==> src/rtl/dand_soc_simple.sv <==
// Bring-up SoC stand-in: boot banner plus UART 8N1 echo through a small RX FIFO.
// One completed TX frame counts as one retired operation.
module dand_soc_simple #(
  parameter int CLK_DIV    = 16,
  parameter int FIFO_DEPTH = 4
) (
  input  logic        io_axiClk,
  input  logic        io_reset,
  input  logic        io_uart_rxd,
  output logic        io_uart_txd,
  output logic        io_retireValid,
  output logic [31:0] io_retireCount,
  output logic        io_rxOverflow
);
  localparam int CW   = $clog2(CLK_DIV);
  localparam int AW   = (FIFO_DEPTH > 1) ? $clog2(FIFO_DEPTH) : 1;
  localparam int HALF = CLK_DIV / 2;

  typedef enum logic [1:0] {S_IDLE, S_START, S_DATA, S_STOP} state_t;

  function automatic logic [7:0] banner_byte(input logic [2:0] idx);
    case (idx)
      3'd0:    banner_byte = 8'h44;
      3'd1:    banner_byte = 8'h61;
      3'd2:    banner_byte = 8'h6E;
      3'd3:    banner_byte = 8'h64;
      3'd4:    banner_byte = 8'h53;
      3'd5:    banner_byte = 8'h6F;
      3'd6:    banner_byte = 8'h43;
      default: banner_byte = 8'h0A;
    endcase
  endfunction

  // TX state
  state_t      tx_state_q, tx_state_d;
  logic [CW-1:0] tx_cnt_q, tx_cnt_d;
  logic [2:0]  tx_bit_q, tx_bit_d;
  logic [7:0]  tx_shift_q, tx_shift_d;
  logic        txd_q, txd_d;
  logic        retire_valid_q, retire_valid_d;
  logic [31:0] retire_count_q, retire_count_d;
  logic [3:0]  banner_idx_q, banner_idx_d;

  // RX state
  logic        rx_sync1_q, rx_sync2_q;
  state_t      rx_state_q, rx_state_d;
  logic [CW-1:0] rx_cnt_q, rx_cnt_d;
  logic [2:0]  rx_bit_q, rx_bit_d;
  logic [7:0]  rx_shift_q, rx_shift_d;
  logic        rx_wait_q, rx_wait_d;

  // FIFO state
  logic [7:0]  fifo_mem_q [FIFO_DEPTH];
  logic [AW-1:0] fifo_wr_q, fifo_wr_d, fifo_rd_q, fifo_rd_d;
  logic [AW:0] fifo_cnt_q, fifo_cnt_d;
  logic        overflow_q, overflow_d;

  logic        fifo_push, fifo_pop, push_ok, fifo_empty, fifo_full;
  logic        banner_pending, tx_avail, tx_load;
  logic [7:0]  tx_next_byte, fifo_head;

  assign fifo_empty     = (fifo_cnt_q == '0);
  assign fifo_full      = (fifo_cnt_q == (AW+1)'(FIFO_DEPTH));
  assign fifo_head      = fifo_mem_q[fifo_rd_q];
  assign banner_pending = ~banner_idx_q[3];
  assign tx_avail       = banner_pending | ~fifo_empty;
  assign tx_next_byte   = banner_pending ? banner_byte(banner_idx_q[2:0]) : fifo_head;

  always_comb begin
    tx_state_d     = tx_state_q;
    tx_cnt_d       = tx_cnt_q;
    tx_bit_d       = tx_bit_q;
    tx_shift_d     = tx_shift_q;
    txd_d          = txd_q;
    banner_idx_d   = banner_idx_q;
    retire_valid_d = 1'b0;
    tx_load        = 1'b0;
    fifo_pop       = 1'b0;
    case (tx_state_q)
      S_IDLE: tx_load = tx_avail;
      S_START: begin
        if (tx_cnt_q == CW'(CLK_DIV-1)) begin
          tx_state_d = S_DATA;
          tx_cnt_d   = '0;
          tx_bit_d   = '0;
          txd_d      = tx_shift_q[0];
        end else tx_cnt_d = tx_cnt_q + 1'b1;
      end
      S_DATA: begin
        if (tx_cnt_q == CW'(CLK_DIV-1)) begin
          tx_cnt_d = '0;
          if (tx_bit_q == 3'd7) begin
            tx_state_d = S_STOP;
            txd_d      = 1'b1;
          end else begin
            tx_bit_d   = tx_bit_q + 3'd1;
            tx_shift_d = tx_shift_q >> 1;
            txd_d      = tx_shift_q[1];
          end
        end else tx_cnt_d = tx_cnt_q + 1'b1;
      end
      S_STOP: begin
        if (tx_cnt_q == CW'(CLK_DIV-1)) begin
          tx_load    = tx_avail;
          tx_state_d = S_IDLE;
          tx_cnt_d   = '0;
        end else begin
          tx_cnt_d = tx_cnt_q + 1'b1;
          // Registered pulse lands on the final stop-bit cycle.
          retire_valid_d = (tx_cnt_q == CW'(CLK_DIV-2));
        end
      end
      default: tx_state_d = S_IDLE;
    endcase
    if (tx_load) begin
      tx_state_d = S_START;
      tx_cnt_d   = '0;
      txd_d      = 1'b0;
      tx_shift_d = tx_next_byte;
      if (banner_pending) banner_idx_d = banner_idx_q + 4'd1;
      else                fifo_pop     = 1'b1;
    end
    retire_count_d = retire_valid_d ? retire_count_q + 32'd1 : retire_count_q;
  end

  always_comb begin
    rx_state_d = rx_state_q;
    rx_cnt_d   = rx_cnt_q;
    rx_bit_d   = rx_bit_q;
    rx_shift_d = rx_shift_q;
    rx_wait_d  = rx_wait_q;
    fifo_push  = 1'b0;
    case (rx_state_q)
      S_IDLE: begin
        if (!rx_sync2_q) begin
          rx_state_d = S_START;
          rx_cnt_d   = '0;
        end
      end
      S_START: begin
        if (rx_cnt_q == CW'(HALF-1)) begin
          rx_cnt_d   = '0;
          rx_bit_d   = '0;
          rx_state_d = rx_sync2_q ? S_IDLE : S_DATA;
        end else rx_cnt_d = rx_cnt_q + 1'b1;
      end
      S_DATA: begin
        if (rx_cnt_q == CW'(CLK_DIV-1)) begin
          rx_cnt_d   = '0;
          rx_shift_d = {rx_sync2_q, rx_shift_q[7:1]};
          if (rx_bit_q == 3'd7) rx_state_d = S_STOP;
          else                  rx_bit_d   = rx_bit_q + 3'd1;
        end else rx_cnt_d = rx_cnt_q + 1'b1;
      end
      S_STOP: begin
        // A framing error parks here until the line idles so it cannot re-trigger.
        if (rx_wait_q) begin
          if (rx_sync2_q) begin
            rx_wait_d  = 1'b0;
            rx_state_d = S_IDLE;
          end
        end else if (rx_cnt_q == CW'(CLK_DIV-1)) begin
          rx_cnt_d = '0;
          if (rx_sync2_q) begin
            fifo_push  = 1'b1;
            rx_state_d = S_IDLE;
          end else rx_wait_d = 1'b1;
        end else rx_cnt_d = rx_cnt_q + 1'b1;
      end
      default: rx_state_d = S_IDLE;
    endcase
  end

  always_comb begin
    push_ok    = fifo_push & (~fifo_full | fifo_pop);
    overflow_d = overflow_q | (fifo_push & ~push_ok);
    fifo_wr_d  = push_ok  ? fifo_wr_q + AW'(1) : fifo_wr_q;
    fifo_rd_d  = fifo_pop ? fifo_rd_q + AW'(1) : fifo_rd_q;
    fifo_cnt_d = fifo_cnt_q;
    if (push_ok && !fifo_pop)      fifo_cnt_d = fifo_cnt_q + 1'b1;
    else if (!push_ok && fifo_pop) fifo_cnt_d = fifo_cnt_q - 1'b1;
  end

  always_ff @(posedge io_axiClk) begin
    if (push_ok) fifo_mem_q[fifo_wr_q] <= rx_shift_q;
  end

  always_ff @(posedge io_axiClk) begin
    if (io_reset) begin
      tx_state_q     <= S_IDLE;
      tx_cnt_q       <= '0;
      tx_bit_q       <= '0;
      tx_shift_q     <= '0;
      txd_q          <= 1'b1;
      retire_valid_q <= 1'b0;
      retire_count_q <= '0;
      banner_idx_q   <= '0;
      rx_sync1_q     <= 1'b1;
      rx_sync2_q     <= 1'b1;
      rx_state_q     <= S_IDLE;
      rx_cnt_q       <= '0;
      rx_bit_q       <= '0;
      rx_shift_q     <= '0;
      rx_wait_q      <= 1'b0;
      fifo_wr_q      <= '0;
      fifo_rd_q      <= '0;
      fifo_cnt_q     <= '0;
      overflow_q     <= 1'b0;
    end else begin
      tx_state_q     <= tx_state_d;
      tx_cnt_q       <= tx_cnt_d;
      tx_bit_q       <= tx_bit_d;
      tx_shift_q     <= tx_shift_d;
      txd_q          <= txd_d;
      retire_valid_q <= retire_valid_d;
      retire_count_q <= retire_count_d;
      banner_idx_q   <= banner_idx_d;
      rx_sync1_q     <= io_uart_rxd;
      rx_sync2_q     <= rx_sync1_q;
      rx_state_q     <= rx_state_d;
      rx_cnt_q       <= rx_cnt_d;
      rx_bit_q       <= rx_bit_d;
      rx_shift_q     <= rx_shift_d;
      rx_wait_q      <= rx_wait_d;
      fifo_wr_q      <= fifo_wr_d;
      fifo_rd_q      <= fifo_rd_d;
      fifo_cnt_q     <= fifo_cnt_d;
      overflow_q     <= overflow_d;
    end
  end

  assign io_uart_txd    = txd_q;
  assign io_retireValid = retire_valid_q;
  assign io_retireCount = retire_count_q;
  assign io_rxOverflow  = overflow_q;
endmodule

==> config.mk <==
export PLATFORM = sky130hd
export DESIGN_NAME = dand_soc_simple
export DESIGN_NICKNAME = d
export VERILOG_FILES = /design/src/rtl/dand_soc_simple.sv
export SDC_FILE = /design/constraint.sdc
export NUM_CORES = 1
export LEC_CHECK = 0
export CAP_MARGIN = 30
export CORE_ASPECT_RATIO = 0.75
export CORE_MARGIN = 1.5
export CORE_UTILIZATION = 35
export CTS_CLUSTER_SIZE = 8
export DETAILED_ROUTE_END_ITERATION = 10
export HOLD_SLACK_MARGIN = 0.08
export RECOVER_POWER = 25
export SLEW_MARGIN = 20
export SYNTH_ARGS = -nofsm -noshare
export SYNTH_HDL_FRONTEND = slang
export SYNTH_SLANG_ARGS = --single-unit
==> constraint.sdc <==
create_clock -name io_axiClk -period 4 [get_ports io_axiClk]
set_clock_uncertainty 0.05 [all_clocks]
set_input_delay 0.8 -clock io_axiClk [delete_from_list [all_inputs] [get_ports io_axiClk]]
set_output_delay 0.8 -clock io_axiClk [all_outputs]
set_load 0.005 [all_outputs]
==> impl_summary.md <==
Outcome
The flow ran to the end, but the final reports show violations. The checks that failed: max-capacitance violations, max-slew violations.

Floorplan
The I/O pin count is 38. The starting density of the core is 35.63%. The die span in y is 113.2 µm. The die covers 16980 µm². The die is 150.0 µm wide. The core region is 15920 µm². After floorplanning, the core was divided into 40 placement rows.

Layout
The number of antenna diodes in the final layout is 0. The layout overhead on the synthesized area is 19.57%. Of the cells placed in the final design, the portion with a size suffix greater than 1 is 10.07%. The net count reported at finish is 620. The number of fillers in the final layout is 1523.

Global routing
The number of global-route vias before repair came to 4165. Entering global routing, the biggest net connects 47 pins. The remaining global-route overflow is 0. The wire length of the first global-routing pass is 20.86 mm.

The initial antenna violation count is 0. Global routing used 15.58% of the available tracks.

Synthesis
The average instance area after synthesis is 9.948 µm². Ranked by total cell area, the synthesized netlist is headed by dfxtp_1 (30%), edfxtp_1 (17%), ha_1 (5.1%), nor2_1 (3.4%), mux4_2 (3.2%). Counting flops with an async set or reset pin after synthesis yields a share of 0%. The cell count after synthesis is 570. The leading register cell type out of synthesis is dfxtp_1.

dfxtp_1 takes more of the synthesized area than any other cell. The summed instance area of the synthesized netlist is 5670 µm². The count of yosys warnings during synthesis is 0.

The net count after synthesis is 597. The fraction of synthesized cell area taken by the top area cell type is 30.01%. In this run, distinct cell masters in the synthesized netlist total 68.

The sequential area share after synthesis is 46.95%. The synthesized design contains 117 register bits. Counting flops with a built-in enable in the synthesized netlist gives 32.

Worst setup path
For the worst setup path, the data arrival time is 3170 ps. The worst setup path is launched from an input pin. The worst register-to-register path has a depth of 10. STA puts the critical path data required time at 4250 ps.

The worst reg2reg path startpoint is rx_cnt_q[0]$_SDFFE_PP0P_. The worst register-to-register path has a setup slack of 1150 ps. In this run the critical register-to-register path is captured at fifo_cnt_q[2]$_SDFFE_PP0P_. The maximum net fanout on the critical path is 46. The path type of the worst setup path is input pin to flip-flop. The worst setup path is captured at a flip-flop.

Clocking
The maximum buffer depth of the clock tree is 2. The number of hold buffers added after CTS was 0. The clock latency on the worst-skew pair is 420 ps. The clock tree from TritonCTS is built. The cell chosen for the clock root is clkbuf_16.

Counting the buffers created by CTS gives 17. Once the clock tree was built, the setup fixing pass inserted 0 buffers. The clock-pin slew on the worst setup and hold paths is 60 ps. The H-tree was split into 4 levels.

The number of clock sinks seen by CTS is 117. Post-CTS repair changed the size of 0 cells.

Detailed routing
Using the TritonRoute via totals, the vias-per-cell ratio works out to 5.438. The final layout contains routed wiring with a total length of 12.31 mm. The overall via count from detail_route is 4437. The post-detailed-route DRC marker count is 0. The detail route stage leaves a number of antenna-violating nets equal to 0. The initial detailed-routing violation count is 271. After detailed routing, the average wire length per cell comes to 15.09 µm. For this run, the detailed router's first-pass iteration total came to 5.

Timing
For the final routed database, the setup TNS stands at 0 ps. The worst pin sits at a relative slew slack of -1.462%. The number of setup violations in the final report is 0. The final hold violation count came to 0. Of the available clock period, the critical path in the final layout requires 72.88%.

The transition time at the pin with the least slew margin is 1522 ps. The setup slack of the critical path after layout is 1085 ps. The max-slew violation count is 37. The maximum clock rate is 343.1 MHz. The worst path in the final design needs a cycle of 2915 ps, including I/O delays and setup.

Setup repair after global routing left no endpoint under its margin.

Power and ir drop
Dividing total power by cell area gives a power density of 532.4 nW/µm². VDD sags by at most 0.0004156 V. The analysis attributes to cell leakage a power of 2.346 nW.

Flow run
The tool flagged a number of max-cap violations equal to 1.

Hold path
Along the worst hold path, the cell count comes to 1. The worst hold path terminates at rx_sync2_q$_SDFF_PP1_. The worst min-delay path class is flip-flop to flip-flop. The start point of the worst hold path is rx_sync1_q$_SDFF_PP1_.

Placement
The count of buffers from port buffering is 37. The total half-perimeter wirelength after legalization and detailed placement is 8.293 mm. At the placement stage, the worst setup path has a slack of 1200 ps. The final estimated routing congestion in global placement is 0.7954.
[synthesized netlist by cell type, drive strengths merged (3+ instances only)]
cell    count
a22o        3
o21a        3
a22oi       4
xor2       10
ha         23
buf         9
nor4        4
nand3      25
mux4        8
or3         8
or4        13
a21oi      31
nor2b      11
and3        8
o41ai       6
a221oi      6
and4        5
o31ai      12
nor3b       5
o21ai      20
inv        30
dfxtp      85
o311ai      6
or2         8
and2        6
nand2b      7
nor2       52
a211oi      4
nand2      23
clkbuf     25
mux2        7
mux2i      17
nor3       10
edfxtp     32
nand4      11
[state kept, by name, summed over array words and instances (netlist names), 3 cells and up, named ones only]
name / cells
rx_bit_q: 3
rx_shift_q: 8
banner_idx_q: 4
fifo_mem_q: 32
fifo_cnt_q: 3
tx_shift_q: 8
tx_cnt_q: 4
rx_cnt_q: 4
io_retireCount: 32
tx_bit_q: 3
[cell usage in the layout, fill, tap and decap left out, drive strengths merged, types with 19 or more instances in the layout]
master,synthesis,layout
nand3,25,25
o21ai,20,20
dfxtp,85,85
clkbuf,25,19
inv,30,36
edfxtp,32,32
a21oi,31,31
nor2,52,52
ha,23,23
clkdlybuf4s50,0,36
nand2,23,23
[power breakdown]
part | internal [mW] | leakage [nW] | switching [mW]
Sequential | 1.27 | 0.985 | 0.0725
Clock | 0.993 | 0.292 | 0.591
Combinational | 0.266 | 1.07 | 0.414
Total | 2.53 | 2.35 | 1.08
[per-layer routing]
metal	vias to the layer above	share of wire [%]	track usage (%)
met5	-	0	0
met4	0	1.3	5.098
met3	13	5.0	3.952
met2	102	43	22.60
met1	2149	50	22.46
li1	2173	-	-
[per-stage QoR]
step | cells | util [%] | hold slack [ps] | instance area (µm²) | power (mW)
floorplan | 570 | - | 339.5 | 5670 | 1.865
global placement | 784 | 38.75 | 345.7 | 6167 | 2.007
detailed placement | 784 | 38.75 | 353.9 | 6167 | 2.036
CTS | 816 | 42.63 | 372.3 | 6784 | 3.628
global route | 816 | 42.60 | 387.6 | 6780 | 3.798
finish | 816 | 42.60 | 367.3 | 6780 | 3.610
[critical path, stage by stage]
cell and delay, ps:
clkbuf_1 1080, clkbuf_2 900, nor2b_1 90, mux2_2 280
[worst max path at each step]
stage | from | endpoint | slack, ps | depth (start not counted)
final | io_reset | io_retireCount[25]$_SDFFE_PP0P_ | 1090 | 4
after global routing | io_reset | io_retireCount[25]$_SDFFE_PP0P_ | 800 | 4
after CTS | rx_cnt_q[0]$_SDFFE_PP0P_ | fifo_cnt_q[2]$_SDFFE_PP0P_ | 1160 | 10
after detailed placement | rx_cnt_q[1]$_SDFFE_PP0P_ | fifo_cnt_q[2]$_SDFFE_PP0P_ | 1200 | 10
after global placement | rx_cnt_q[0]$_SDFFE_PP0P_ | fifo_cnt_q[2]$_SDFFE_PP0P_ | 1270 | 10
after floorplan | rx_cnt_q[0]$_SDFFE_PP0P_ | fifo_cnt_q[2]$_SDFFE_PP0P_ | 1420 | 10
[kinds of logic after synthesis]
kind of cell             Yosys count  share of synthesized area, %
XOR/XNOR                          12                         1.853
adder cells (fa/ha/maj)           24                         5.428
AO/OA/AOI/OAI                    117                         14.12
buffers and inverters             64                         4.435
flip-flops                       117                         46.95
AND/OR/NAND/NOR                  204                         19.64
multiplexers                      32                         7.568
[area by class of cell]
| class | instances | area [µm²] | area share [%] |
|---|---|---|---|
| Inverter | 30 | 112.6 | 1.661 |
| Tap cell | 210 | 262.8 | 3.875 |
| Sequential cell | 117 | 2663 | 39.27 |
| Clock buffer | 17 | 425.4 | 6.274 |
| Clock inverter | 15 | 191.4 | 2.823 |
| Multi-Input combinational cell | 389 | 2756 | 40.65 |
| Timing Repair Buffer | 38 | 369.1 | 5.444 |
No activity file was read; power rests on OpenSTA's default activity.
